<file path="src/rtl/lock_pkg.sv">
// Shared types and helpers for the code-entry lock: FSM state encoding,
// key-width helper and a one-hot to index encoder with a validity flag.
package lock_pkg;

  typedef enum logic [1:0] {
    IDLE,
    ENTRY,
    OPEN,
    LOCKOUT
  } state_t;

  // Widest key bus the encoder handles.
  localparam int MAX_KEYS = 32;

  // Bits needed to hold a digit index for an n-key bus (at least one bit).
  function automatic int key_width(input int n);
    return (n > 1) ? $clog2(n) : 1;
  endfunction

  typedef struct packed {
    logic       valid;
    logic [4:0] index;
  } key_index_t;

  // Index of the set bit; valid only when exactly one bit is set.
  function automatic key_index_t onehot_to_index(input logic [MAX_KEYS-1:0] v);
    key_index_t r;
    int         cnt;
    r.valid = 1'b0;
    r.index = '0;
    cnt     = 0;
    for (int i = 0; i < MAX_KEYS; i++) begin
      if (v[i]) begin
        cnt     = cnt + 1;
        r.index = 5'(i);
      end
    end
    r.valid = (cnt == 1);
    return r;
  endfunction

endpackage

</file>
<file path="src/rtl/code_entry_fsm_if.sv">
// Key/timing and status bundle between the lock top level and the
// code-entry FSM. The master side supplies keys, timeout and code.
interface code_entry_fsm_if #(
  parameter int N      = 4,
  parameter int DIGITS = 4
);
  localparam int KW = lock_pkg::key_width(N);
  localparam int CW = $clog2(DIGITS + 1);

  logic [N-1:0]         key;
  logic                 timeout;
  logic [DIGITS*KW-1:0] code;
  logic                 unlocked;
  logic                 alarm;
  logic                 err;
  logic [CW-1:0]        digit_cnt;

  modport master (
    output key, timeout, code,
    input  unlocked, alarm, err, digit_cnt
  );

  modport slave (
    input  key, timeout, code,
    output unlocked, alarm, err, digit_cnt
  );
endinterface

</file>
<file path="src/rtl/key_press_detect.sv">
// Turns raw key levels into single-cycle press events with the pressed
// digit encoded. A press needs the bus to have been all-zero last cycle.
module key_press_detect
  import lock_pkg::*;
#(
  parameter int N  = 4,
  parameter int KW = 2
) (
  input  logic          clock,
  input  logic          reset,
  input  logic [N-1:0]  key,
  output logic          press,
  output logic [KW-1:0] digit,
  output logic          digit_valid
);

  logic [N-1:0] key_prev;
  key_index_t   enc;

  // Track last key level; reset loads the live level so a key held
  // through reset release is not seen as a fresh press.
  always_ff @(posedge clock) begin
    if (reset) begin
      key_prev <= key;
    end else begin
      key_prev <= key;
    end
  end

  // Edge detect and encode the current key level.
  always_comb begin
    enc         = onehot_to_index(MAX_KEYS'(key));
    press       = (key != '0) && (key_prev == '0);
    digit       = KW'(enc.index);
    digit_valid = enc.valid;
  end

endmodule

</file>
<file path="src/rtl/code_entry_fsm.sv">
// Code-entry lock controller: collects DIGITS key presses, compares them
// digit by digit against the supplied code, opens on a match, pulses err
// on a miss and locks out after MAX_TRIES consecutive misses.
module code_entry_fsm
  import lock_pkg::*;
#(
  parameter int N           = 4,
  parameter int DIGITS      = 4,
  parameter int MAX_TRIES   = 3,
  parameter int OPEN_CYCLES = 8,
  parameter int LOCK_CYCLES = 20
) (
  input  logic             clock,
  input  logic             reset,
  code_entry_fsm_if.slave  bus
);

  localparam int KW = key_width(N);
  localparam int CW = $clog2(DIGITS + 1);
  localparam int TW = $clog2(MAX_TRIES + 1);

  state_t        state;
  logic [TW-1:0] tries;
  logic [31:0]   timer;
  logic          match;
  logic [CW-1:0] digit_cnt;
  logic          unlocked;
  logic          alarm;
  logic          err;

  logic          press;
  logic [KW-1:0] digit;
  logic          digit_valid;

  logic [KW-1:0] expected_digit;
  logic          new_match;
  logic          last_digit;
  int            cmp_idx;

  key_press_detect #(
    .N  (N),
    .KW (KW)
  ) u_key_press_detect (
    .clock       (clock),
    .reset       (reset),
    .key         (bus.key),
    .press       (press),
    .digit       (digit),
    .digit_valid (digit_valid)
  );

  // Compare the pressed digit with its slot in the live code; an attempt
  // starting from IDLE begins with a fresh match flag.
  always_comb begin
    cmp_idx        = (state == IDLE) ? 0 : int'(digit_cnt);
    expected_digit = '0;
    if (cmp_idx < DIGITS) begin
      expected_digit = bus.code[cmp_idx*KW +: KW];
    end
    new_match  = ((state == IDLE) ? 1'b1 : match) && digit_valid && (digit == expected_digit);
    last_digit = ((digit_cnt + CW'(1)) == CW'(DIGITS));
  end

  // Main lock FSM with registered outputs, counters and attempt tracking.
  always_ff @(posedge clock) begin
    if (reset) begin
      state     <= IDLE;
      tries     <= '0;
      timer     <= '0;
      match     <= 1'b1;
      digit_cnt <= '0;
      unlocked  <= 1'b0;
      alarm     <= 1'b0;
      err       <= 1'b0;
    end else begin
      err <= 1'b0;
      case (state)
        IDLE, ENTRY: begin
          if (press) begin
            if (last_digit) begin
              digit_cnt <= '0;
              match     <= 1'b1;
              if (new_match) begin
                state    <= OPEN;
                tries    <= '0;
                timer    <= '0;
                unlocked <= 1'b1;
              end else begin
                err   <= 1'b1;
                tries <= tries + TW'(1);
                if (tries == TW'(MAX_TRIES - 1)) begin
                  state <= LOCKOUT;
                  timer <= '0;
                  alarm <= 1'b1;
                end else begin
                  state <= IDLE;
                end
              end
            end else begin
              state     <= ENTRY;
              digit_cnt <= digit_cnt + CW'(1);
              match     <= new_match;
            end
          end else if (state == ENTRY && bus.timeout) begin
            // Idle too long: drop the partial attempt without penalty.
            state     <= IDLE;
            digit_cnt <= '0;
            match     <= 1'b1;
          end
        end
        OPEN: begin
          timer <= timer + 32'd1;
          if (press || timer == 32'(OPEN_CYCLES - 1)) begin
            state    <= IDLE;
            unlocked <= 1'b0;
          end
        end
        LOCKOUT: begin
          timer <= timer + 32'd1;
          if (timer == 32'(LOCK_CYCLES - 1)) begin
            state <= IDLE;
            tries <= '0;
            alarm <= 1'b0;
          end
        end
        default: begin
          state <= IDLE;
        end
      endcase
    end
  end

  assign bus.unlocked  = unlocked;
  assign bus.alarm     = alarm;
  assign bus.err       = err;
  assign bus.digit_cnt = digit_cnt;

endmodule

</file>
<file path="src/flat_wrapper.sv">
// flat-port wrapper written by rule: the top's interface ports become plain ports
module code_entry_fsm_flat import lock_pkg::*;
#(
  parameter int N           = 4,
  parameter int DIGITS      = 4,
  parameter int MAX_TRIES   = 3,
  parameter int OPEN_CYCLES = 8,
  parameter int LOCK_CYCLES = 20
)
  (clock, reset, bus_key, bus_timeout, bus_code, bus_unlocked, bus_alarm, bus_err, bus_digit_cnt);
  code_entry_fsm_if #(.N(N), .DIGITS(DIGITS)) bus_i ();
  input  logic clock;
  input  logic reset;
  input wire logic [$bits(bus_i.key)-1:0] bus_key;
  input wire logic [$bits(bus_i.timeout)-1:0] bus_timeout;
  input wire logic [$bits(bus_i.code)-1:0] bus_code;
  output wire logic [$bits(bus_i.unlocked)-1:0] bus_unlocked;
  output wire logic [$bits(bus_i.alarm)-1:0] bus_alarm;
  output wire logic [$bits(bus_i.err)-1:0] bus_err;
  output wire logic [$bits(bus_i.digit_cnt)-1:0] bus_digit_cnt;
  assign bus_i.key = bus_key;
  assign bus_i.timeout = bus_timeout;
  assign bus_i.code = bus_code;
  assign bus_unlocked = bus_i.unlocked;
  assign bus_alarm = bus_i.alarm;
  assign bus_err = bus_i.err;
  assign bus_digit_cnt = bus_i.digit_cnt;
  code_entry_fsm #(.N(N), .DIGITS(DIGITS), .MAX_TRIES(MAX_TRIES), .OPEN_CYCLES(OPEN_CYCLES), .LOCK_CYCLES(LOCK_CYCLES)) u_core (.clock(clock), .reset(reset), .bus(bus_i));
endmodule
</file>
<file path="config.mk">
export PLATFORM = sky130hd
export DESIGN_NAME = code_entry_fsm_flat
export DESIGN_NICKNAME = d
export VERILOG_FILES = /design/src/rtl/lock_pkg.sv /design/src/rtl/code_entry_fsm_if.sv /design/src/rtl/key_press_detect.sv /design/src/rtl/code_entry_fsm.sv /design/src/flat_wrapper.sv
export SDC_FILE = /design/constraint.sdc
export NUM_CORES = 1
export LEC_CHECK = 0
export CAP_MARGIN = 30
export CORE_UTILIZATION = 45
export CTS_CLUSTER_DIAMETER = 60
export DETAILED_ROUTE_END_ITERATION = 16
export PLACE_DENSITY = 0.73
export SYNTH_ARGS = -nofsm -noshare
export SYNTH_HDL_FRONTEND = slang
export SYNTH_SLANG_ARGS = --single-unit
</file>
<file path="constraint.sdc">
create_clock -name clock -period 3.92 [get_ports clock]
set_input_delay 0.98 -clock clock [delete_from_list [all_inputs] [get_ports clock]]
set_output_delay 0.98 -clock clock [all_outputs]
set_load 0.1 [all_outputs]
</file>
# Yosys cells after proc, flatten, opt, wreduce, memory -nomap -nowiden
# Cells that the tools add are included.
dict set report classes {
  reduce_logical 20
  n_bitwise 3
  muxes 45
  n_eq_ne 18
  n_lt_le_gt_ge 1
  addsub 6
  shifts 1
}
# cell count
set ops {}
lappend ops {{2-to-1 mux 32 bit} 7}
lappend ops {{adder 32 x 2 -> 32 bit, second input constant} 3}
lappend ops {{one-hot mux 32 bit (2 select lines)} 1}
lappend ops {{adder 32 x 1 -> 32 bit, second input constant} 1}
lappend ops {{equality test 32 x 2 -> 1 bit, second input constant} 1}
lappend ops {{equality test 32 x 3 -> 1 bit, second input constant} 1}
lappend ops {{equality test 32 x 5 -> 1 bit, second input constant} 1}
lappend ops {{< comparator 32 x 4 -> 1 bit, second input constant} 1}
lappend ops {{indexed part select 8 x 32 -> 2 bit} 1}
lappend ops {{2-to-1 mux 2 bit} 13}
lappend ops {{2-to-1 mux 1 bit} 16}
lappend ops {{2-to-1 mux 3 bit} 4}
lappend ops {{inequality test 2 x 1 -> 1 bit, second input constant} 6}
lappend ops {{equality test 2 bit, second input constant} 3}
lappend ops {{inequality test 3 x 1 -> 1 bit, second input constant} 2}
lappend ops {{one-hot mux 2 bit (3 select lines)} 1}
lappend ops {{AND reduction 3 bit} 2}
lappend ops {{AND reduction 6 bit} 1}
lappend ops {{nonzero test 2 bit} 3}
lappend ops {{AND reduction 5 bit} 1}
lappend ops {{logical AND 1 bit} 4}
lappend ops {{zero test 4 bit} 1}
lappend ops {{one-hot mux 1 bit (2 select lines)} 2}
lappend ops {{one-hot mux 2 bit (2 select lines)} 1}
lappend ops {{other kinds (14)} 17}
dict set report word_totals {
  regBits 47
  word_cells 103
  input_bits 15
  out_inout_bits 6
}

# Logic depth before layout (Yosys ltp)
# Gate-level depths: netlist (run 1).
dict set report logic_depth {
  depth_word 14
  depth_mapped 14
  depth_no_buf 12
}

# Cells and area by module
# Synthesis (run 1) repeated with hierarchy kept, for this count alone.
dict set report hier_totals {
  cells_unflattened 310
  area_unflattened_um2 2636.3
}
# module area_each_um2 seq_area_each_um2 cells_each instances
set modules_own_cells {}
lappend modules_own_cells {code_entry_fsm 2419.8 860.8 287 1}
lappend modules_own_cells {key_press_detect 216.5 80.1 23 1}

# Least setup slack after synthesis (run 1)
# Ideal clock, no wire load.
dict set report synth_timing {
  kind {input-to-reg}
  startpoint {input port bus_key[0]}
  endpoint {register u_core.timer[23]}
  path_stages 12
  t_required_ns 3.850
  path_slack_ns 0.558
  arrival_time_ns 3.291
  n_path_buf 1
  setup_ns 0.070
  path_cell_list {inv_1 -> ha_1 -> xor2_1 -> ha_1 -> nand3b_1 -> o311ai_0 -> o211ai_1 -> nor3_1 -> a21boi_2 -> clkbuf_1 -> or3_1 -> a21oi_1}
}
dict set report synth_between {
  elab_chain_len 14
  elab_cells_between_ends 19
  cone_classes {add/sub (3); eq/ne (3); mux (8); reduce/logical (5)}
}
# element line
set synth_rtl {}
lappend synth_rtl {{start, declared} flat_wrapper.sv:14} ;# input wire logic [$bits(bus_i.key)-1:0] bus_key;
lappend synth_rtl {{2-to-1 mux 1 bit} lock_pkg.sv:33} ;# if (v[i]) begin
lappend synth_rtl {{adder 32 x 2 -> 32 bit} lock_pkg.sv:34} ;# cnt = cnt + 1;
lappend synth_rtl {{2-to-1 mux 32 bit} lock_pkg.sv:33}
lappend synth_rtl {{adder 32 x 2 -> 32 bit} lock_pkg.sv:34}
lappend synth_rtl {{2-to-1 mux 32 bit} lock_pkg.sv:33}
lappend synth_rtl {{adder 32 x 2 -> 32 bit} lock_pkg.sv:34}
lappend synth_rtl {{2-to-1 mux 32 bit} lock_pkg.sv:33}
lappend synth_rtl {{equality test 32 x 2 -> 1 bit} lock_pkg.sv:38} ;# r.valid = (cnt == 1);
lappend synth_rtl {{logical AND 1 bit (2 in series)} code_entry_fsm.sv:60} ;# new_match = ((state == IDLE) ? 1'b1 : match) && digit_valid && (digit == expected_digit);
lappend synth_rtl {{2-to-1 mux 32 bit} code_entry_fsm.sv:83} ;# if (new_match) begin
lappend synth_rtl {{2-to-1 mux 32 bit} code_entry_fsm.sv:80} ;# if (last_digit) begin
lappend synth_rtl {{2-to-1 mux 32 bit} code_entry_fsm.sv:79} ;# if (press) begin
lappend synth_rtl {{one-hot mux 32 bit (2 select lines)} code_entry_fsm.sv:77} ;# case (state)
lappend synth_rtl {{end signal, assigned} code_entry_fsm.sv:112} ;# timer <= timer + 32'd1;
lappend synth_rtl {{end signal, assigned} code_entry_fsm.sv:119} ;# timer <= timer + 32'd1;
lappend synth_rtl {{end, declared} code_entry_fsm.sv:24} ;# logic [31:0] timer;
# Parallel ways exist; a longest one is shown, timed or not. The select of a mux whose other input is x is not followed.
# A chain may end at the register's enable or synchronous reset.

# Final worst setup path (run 1)
dict set report layout_timing {
  startpoint {input port bus_key[1]}
  endpoint {register u_core.timer[27]}
}
dict set report layout_between {
  elab_chain_len 12
  elab_cells_between_ends 21
  cone_classes {add/sub (2); eq/ne (4); mux (10); reduce/logical (5)}
}
# element line
set layout_rtl {}
lappend layout_rtl {{2-to-1 mux 32 bit} lock_pkg.sv:33}
lappend layout_rtl {{adder 32 x 2 -> 32 bit} lock_pkg.sv:34}
lappend layout_rtl {{2-to-1 mux 32 bit} lock_pkg.sv:33}
lappend layout_rtl {{adder 32 x 2 -> 32 bit} lock_pkg.sv:34}
lappend layout_rtl {{2-to-1 mux 32 bit} lock_pkg.sv:33}
lappend layout_rtl {{equality test 32 x 2 -> 1 bit} lock_pkg.sv:38}
lappend layout_rtl {{logical AND 1 bit (2 in series)} code_entry_fsm.sv:60}
lappend layout_rtl {{2-to-1 mux 32 bit} code_entry_fsm.sv:83}
lappend layout_rtl {{2-to-1 mux 32 bit} code_entry_fsm.sv:80}
lappend layout_rtl {{2-to-1 mux 32 bit} code_entry_fsm.sv:79}
lappend layout_rtl {{one-hot mux 32 bit (2 select lines)} code_entry_fsm.sv:77}
# Parallel ways exist; a longest one is shown, timed or not. The select of a mux whose other input is x is not followed.

==> metrics.md, run 1 <==
| Metric | Value |
|---|---|
| Syn Std Cell Area | `around 0.0026 mm²` |
| FILL cells | `roughly 510` |
| Multi-input gate area | `0.00150 mm²` |
| Synth area leaders | `dfxtp_1 (37%), a21oi_1 (7.8%), o21ai_0 (4.5%), or4_1 (4.4%), ha_1 (3.9%)` |
| Clock Pin Slew Worst Setup and Hold Paths | `0.09 ns` |
| Most Crowded Layer GR | `met2` |
| Cell variety after synth | `47` |
| CTS tree | `done` |
| First-pass GRT wire length | `10.2 mm` |
| Dominant cell type by area after synthesis | `dfxtp_1` |
| Fmax | `0.270 GHz` |
| Num rows | `27` |
| Met3 usage | `4.47%` |
| Outcome | `finished clean` |
| Synth warn | `0` |
| Core footprint | `0.00551 mm²` |
| Top cell type's share of synthesized area | `36.5%` |
| Crit-path max FO | `28` |
| Async set or reset register ratio after synthesis | `0%` |
| Clock root cell | `clkbuf_8` |
| Via Count | `2446` |
| Placed cells | `a little over 400` |
| Crit end category | `register` |
| Commonest non-fill, non-tap cell in the layout | `dfxtp_1` |
| Tightest Pin Transition | `just under 1 ns` |
| Register area | `941 µm²` |
| Worst min-delay path category | `register to register` |
| Number of flops mapped to enable cells by yosys | `0` |
| Minimum clock period | `~3.7 ns` |
| Post-DP HPWL | `4.07 mm` |
| Final cell count without fillers | `~420` |
| Max-slew violation count | `0` |
| Pre-antenna DRT Iters | `4` |
| Slew margin rel. | `33.9%` |
| Clock buffer depth | `2` |
| Vias in the first global route | `2324` |
| Final Cycle Share | `94.4%` |
| Seq/Total Area, Yosys | `a little over a third` |
| Clk Latency, worst-skew pair | `0.30 ns` |
| Post-Syn Nets | `approximately 340` |
| Antenna diodes | `0` |
| Maximum Capacitance Violations | `0` |
| Syn Area/Cell | `between 8 and 9 µm²` |
| Die height | `77.7 µm` |
| Final Hold Fails | `0` |
| Detail Route Antenna Nets | `0` |
| Pwr Density | `321 mW/mm²` |
| Num CTS Buffers | `5` |
| Die area | `0.00603 mm²` |
| Port Buf Inserts | `20` |
| DR vias/cell | `5.84` |
| H-tree depth | `2` |
| Met2 usage | `38.0%` |
| P&R area growth vs syn | `17.8%` |
| Crit path DAT | `3.93 ns` |
| DRC viols | `0` |
| Drt total wl | `5.75 mm` |
| Die Wd | `77.7 µm` |
| Crit path kind | `primary input to register` |
| Pre-CTS setup slack | `-0.190 ns` |
| Grt total ovfl | `0` |
| Syn Inst Count | `321` |
| GRT met1 Usage | `24.3%` |
| Pleak | `0.980 nW` |
| GRT Overall Usage | `20.7%` |
| Max Clock Skew | `roughly 0.0073 ns` |
| IR Drop Worst-Case VDD | `0.159 mV` |
| 1st-iter DRT viols | `171` |
| Gpl congestion | `between 0.8 and 0.9` |
| Unrepaired setup endpoints after global routing | `no` |
| Final setup vio count | `0` |
| Wire per inst | `13.7 µm` |
| Worst EP required | `4.15 ns` |
| CP Launch Type | `primary input` |
| Ratio of cells with drive above 1 in the final layout | `8.36%` |
| Largest net degree at the start of global routing | `30` |
| CTS sink count | `47` |
| #FFs+latches synth | `47` |
| Synth Flop Type | `dfxtp_1` |
| Initial antenna violation count | `0` |
| Commonest cells after routing, fill and taps aside | `dfxtp_1 (47), a21oi_1 (40), nand2_1 (25)` |
| IO Count | `21` |
| Initial core utilization | `46.8%` |
| NumNets Final | `369` |
| Setup ws final | `0.221 ns` |
-- sequential cells by signal, summed over array words and instances, names as in the netlist --
name and count:
u_core.match 1, u_core.bus.alarm 1, u_core.bus.unlocked 1, u_core.state 2
u_core.bus.err 1, u_core.u_key_press_detect.key_prev 4, u_core.timer 32, u_core.tries 2
u_core.bus.digit_cnt 3
-- power breakdown --
part | switching [mW] | internal (mW)
Sequential | 0.00223 | 0.480
Clock | 0.159 | 0.255
Combinational | 0.0364 | 0.0400
Total | 0.198 | 0.775
-- critical path, stage by stage --
cell and delay (ns):
clkdlybuf4s50_1 0.47, inv_1 0.05, ha_1 0.29, xor2_1 0.17, ha_1 0.31, nand3b_1 0.15, o311ai_0 0.11, o211ai_1 0.17
nor3_1 0.30, a21boi_2 0.12, buf_12 0.16, or4_1 0.48, a21oi_1 0.15
-- kinds of logic after synthesis --
group                      share of synthesized area [%]
AOI/OAI and AO/OA                                   23.5
xor gates and xnor gates                            1.36
adders and majority gates                           3.89
buffers and inverters                               5.29
DFF                                                 36.5
muxes                                               1.55
and+or+nand+nor                                     27.9
-- what timing repair did --
action | CTS | global route
endpoints found under the setup margin | 0 | 8
endpoints found under the hold margin | 0 | 0
gates resized for setup | 0 | 1
buffers inserted | 0 | 1
hold buffers | 0 | 0
-- synth_stat cells (3+ instances only) --
cell type  instances
nor3_1             6
ha_1               8
nand4_1           10
clkbuf_1           7
o21a_1             3
inv_1             15
a22oi_1            3
buf_6              3
and3_1             4
nor4_1            10
o21ai_0           23
dfxtp_1           47
nor2b_1            3
or3_1             16
a21oi_1           40
nand3_1           10
nand2_1           25
nand2b_1           3
o31ai_1           13
xnor2_1            3
or4_1             15
buf_2              4
nor2_1            21
-- per-layer routing --
metal	up-vias	part of all wire, %
met5	-	0
met4	0	1.0
met3	6	2.9
met2	39	50
met1	1146	46
li1	1255	-
-- final cells by class --
| type | instances | share of cell area [%] |
|---|---|---|
| Timing Repair Buffer | 32 | 10.4 |
| Multi-Input combinational cell | 245 | 49.4 |
| Tap cell | 72 | 2.97 |
| Sequential cell | 47 | 31.0 |
| Clock buffer | 6 | 2.39 |
| Inverter | 15 | 1.86 |
| Clock inverter | 2 | 1.98 |
-- worst paths after layout --
path                   startpoint                to  slack [ns]  cells after the start
setup / recovery       bus_key[1]  u_core.timer[27]        0.22                     13
hold / removal    u_core.tries[1]   u_core.tries[1]        0.46                      2
setup reg to reg  u_core.state[1]  u_core.timer[22]        1.29                     10
hold reg to reg   u_core.tries[1]   u_core.tries[1]        0.46                      2
-- stage by stage --
stage | hold WS, ns | area [µm²] | setup TNS, ns | power [mW] | utilization, %
after floorplan | 0.440 | 2580 | 0 | 0.540 | -
after global placement | 0.448 | 2890 | -0.576 | 0.566 | 52.5
after detailed placement | 0.453 | 2890 | -1.71 | 0.568 | 52.5
after CTS | 0.465 | 3020 | 0 | 0.979 | 54.9
after global routing | 0.479 | 3030 | 0 | 1.02 | 55.1
final | 0.462 | 3030 | 0 | 0.973 | 55.1
(Power assumes the default switching activity.)
==> run 2, diff against run 1 <==
--- a/constraint.sdc
+++ b/constraint.sdc
@@ -3,2 +3,2 @@
 set_output_delay 0.98 -clock clock [all_outputs]
-set_load 0.1 [all_outputs]
+set_load 0.01 [all_outputs]
==> run 2 against run 1 <==
Against the previous run: clock power is 31% lower; setup slack got worse by 0.0073 ns; global-route usage up 0.34 points; wire length is 2.5% higher; non-clock buffer count is the same; hold slack improved by 0.0014 ns; clock skew down 0.00053 ns; sequential share of layout area up 0.47 points; die area did not move; final area shrank 1.5%; critical endpoint is now u_core.timer[14].
==> metrics.md, run 2 (same netlist as run 1, synthesis figures left out) <==
| Metric | Value |
|---|---|
| Crit path DAT | `3.94 ns` |
| Worst r2r path cells | `10` |
| Critical-path cell list | `clkdlybuf4s50_1, inv_1, ha_1, xor2_1, ha_1, nand3b_1, o311ai_0, o211ai_1, buf_4, nor2_1, a221oi_2, buf_4, or4_1, a21oi_2` |
| CP max-delay cell | `or4_1` |
| Antenna diodes | `0` |
| Initial core utilization | `between 40% and 50%` |
| Max-slew violation count | `0` |
| Minimum clock period | `3.71 ns` |
| Num CTS Buffers | `5` |
| DRC viols | `0` |
| Tightest Pin Transition | `0.534 ns` |
| First-pass GRT wire length | `10.4 mm` |
| Levels on crit path | `14` |
| Largest registers | `u_core.timer (32), u_core.u_key_press_detect.key_prev (4), u_core.bus.digit_cnt (3)` |
| Post-DP HPWL | `roughly 4.2 mm` |
| Port Buf Inserts | `20` |
| Max FFs per register | `32` |
| Final Cycle Share | `between 90% and 100%` |
| Largest net degree at the start of global routing | `30` |
| Wire per inst | `between 10 and 15 µm` |
| Pwr Density | `approximately 280 mW/mm²` |
| CP Launch Type | `primary input` |
| Slowest stage delay, CP | `0.53 ns` |
| Crit-path max FO | `10` |
| Die Wd | `77.7 µm` |
| Multi-input gate area | `0.00150 mm²` |
| Slew margin rel. | `about 64%` |
| Worst path bufs/invs | `4` |
| Crit end category | `register` |
| Clock root cell | `clkbuf_8` |
| Die area | `0.00603 mm²` |
| P&R area growth vs syn | `16.0%` |
| IR Drop Worst-Case VDD | `0.137 mV` |
| FILL cells | `509` |
| Depth of the worst hold-timing path | `2` |
| 1st-iter DRT viols | `between 150 and 200` |
| CTS sink count | `47` |
| Crit path kind | `primary input to register` |
| GRT Overall Usage | `21.0%` |
| Ratio of cells with drive above 1 in the final layout | `between 8 and 9%` |
| Grt total ovfl | `0` |
| Tot Pwr | `0.841 mW` |
| Worst EP required | `4.16 ns` |
| Register area | `941 µm²` |
| Sw frac | `23.2%` |
| Vias in the first global route | `~2400` |
| Final Hold Fails | `0` |
| Commonest non-fill, non-tap cell in the layout | `dfxtp_1` |
| Pre-antenna DRT Iters | `4` |
| Commonest cells after routing, fill and taps aside | `dfxtp_1 (47), a21oi_1 (39), nand2_1 (25)` |
| Maximum Capacitance Violations | `0` |
| Core footprint | `0.00551 mm²` |
| Via Count | `2483` |
| Fmax | `0.270 GHz` |
| Gpl congestion | `0.818` |
| Final setup vio count | `0` |
| Detail Route Antenna Nets | `0` |
| Internal | `0.646 mW` |
| Clock buffer depth | `2` |
| Hold-fix buffers, CTS | `0` |
| Outcome | `finished clean` |
| Clock Pin Slew Worst Setup and Hold Paths | `0.08 ns` |
| Switching power | `0.195 mW` |
| Initial antenna violation count | `0` |
| Biggest register | `u_core.timer` |
| DR vias/cell | `5.93` |
| Clk network pwr share | `33.8%` |
| Worst min-delay path category | `register to register` |
| Crit path max-delay family | `buffers and inverters` |
| Num rows | `27` |
| Power share of the combinational group | `8.8%` |
| H-tree depth | `2` |
| Seq pwr share | `57.4%` |
| CTS tree | `done` |
| Min Hold Slack | `0.464 ns` |
| NumNets Final | `369` |
| Clk Latency, worst-skew pair | `0.30 ns` |
| Die height | `77.7 µm` |
| Max Clock Skew | `0.00681 ns` |
| Pleak | `about 0.96 nW` |
| Unrepaired setup endpoints after global routing | `no` |
| IO Count | `21` |
| Drt total wl | `5.89 mm` |
run 2: cell types whose count changed in the layout (fill, tap and decap cells not counted), sizes merged:
cell           delta
clkinv            +1
clkdlybuf4s50     +1
clkbuf            +1
buf               -1
bufinv            -2
run 2: path summary, 6_finish.rpt:
path                       to  slack [ns]             from
min reg2reg   u_core.tries[1]        0.46  u_core.tries[1]
max reg2reg  u_core.timer[14]        1.31  u_core.state[1]
min           u_core.tries[1]        0.46  u_core.tries[1]
max          u_core.timer[14]        0.21       bus_key[1]
run 2: final cells by class:
class | count | share of cell area, %
multi-input combinational | 245 | 50.3
sequential | 47 | 31.5
timing repair buffer | 32 | 10.6
tap | 72 | 3.01
clock buffer | 7 | 2.55
inverter | 15 | 1.88
clock inverter | 1 | 0.167
run 2: tightest hold or removal path: cells and delay by family, from the launching register on:
family / cells / cell delay [ns]
flops: 1 / 0.32
simple gates: 1 / 0.05
compound gates: 1 / 0.05
run 2: through the flow:
step | std cells | TNS (ns) | util (%) | area, µm² | setup slack, ns
finish | 419 | 0 | 54.3 | 2990 | 0.214
global route | 419 | 0 | 54.3 | 2990 | 0.0475
CTS | 418 | 0 | 54.0 | 2980 | 0.109
detailed placement | 410 | -1.92 | 52.6 | 2890 | -0.208
global placement | 410 | -0.561 | 52.6 | 2890 | -0.0983
floorplan | 321 | 0 | - | 2580 | 0.558
run 2: repair_timing:
item / 4_1_cts / 5_1_grt
setup buffers: 0 / 1
resized for setup: 0 / 2
endpoints found under the setup margin: 0 / 8
run 2: layer usage:
| layer | global-route usage [%] | vias up | share of wire [%] |
|---|---|---|---|
| met3 | 4.35 | 6 | 2.8 |
| met1 | 24.0 | 1180 | 45 |
| met5 | 0 | - | 0 |
| li1 | - | 1249 | - |
| met4 | 6.23 | 0 | 0.93 |
| met2 | 38.9 | 48 | 51 |
run 2: power groups by stage:
stage                     combinational [mW]  clock, mW  sequential (mW)
after floorplan                       0.0442          0            0.493
after global routing                  0.0819      0.316            0.483
final                                 0.0741      0.284            0.482
after CTS                             0.0721      0.293            0.482
after global placement                0.0705          0            0.494
after detailed placement              0.0719          0            0.494
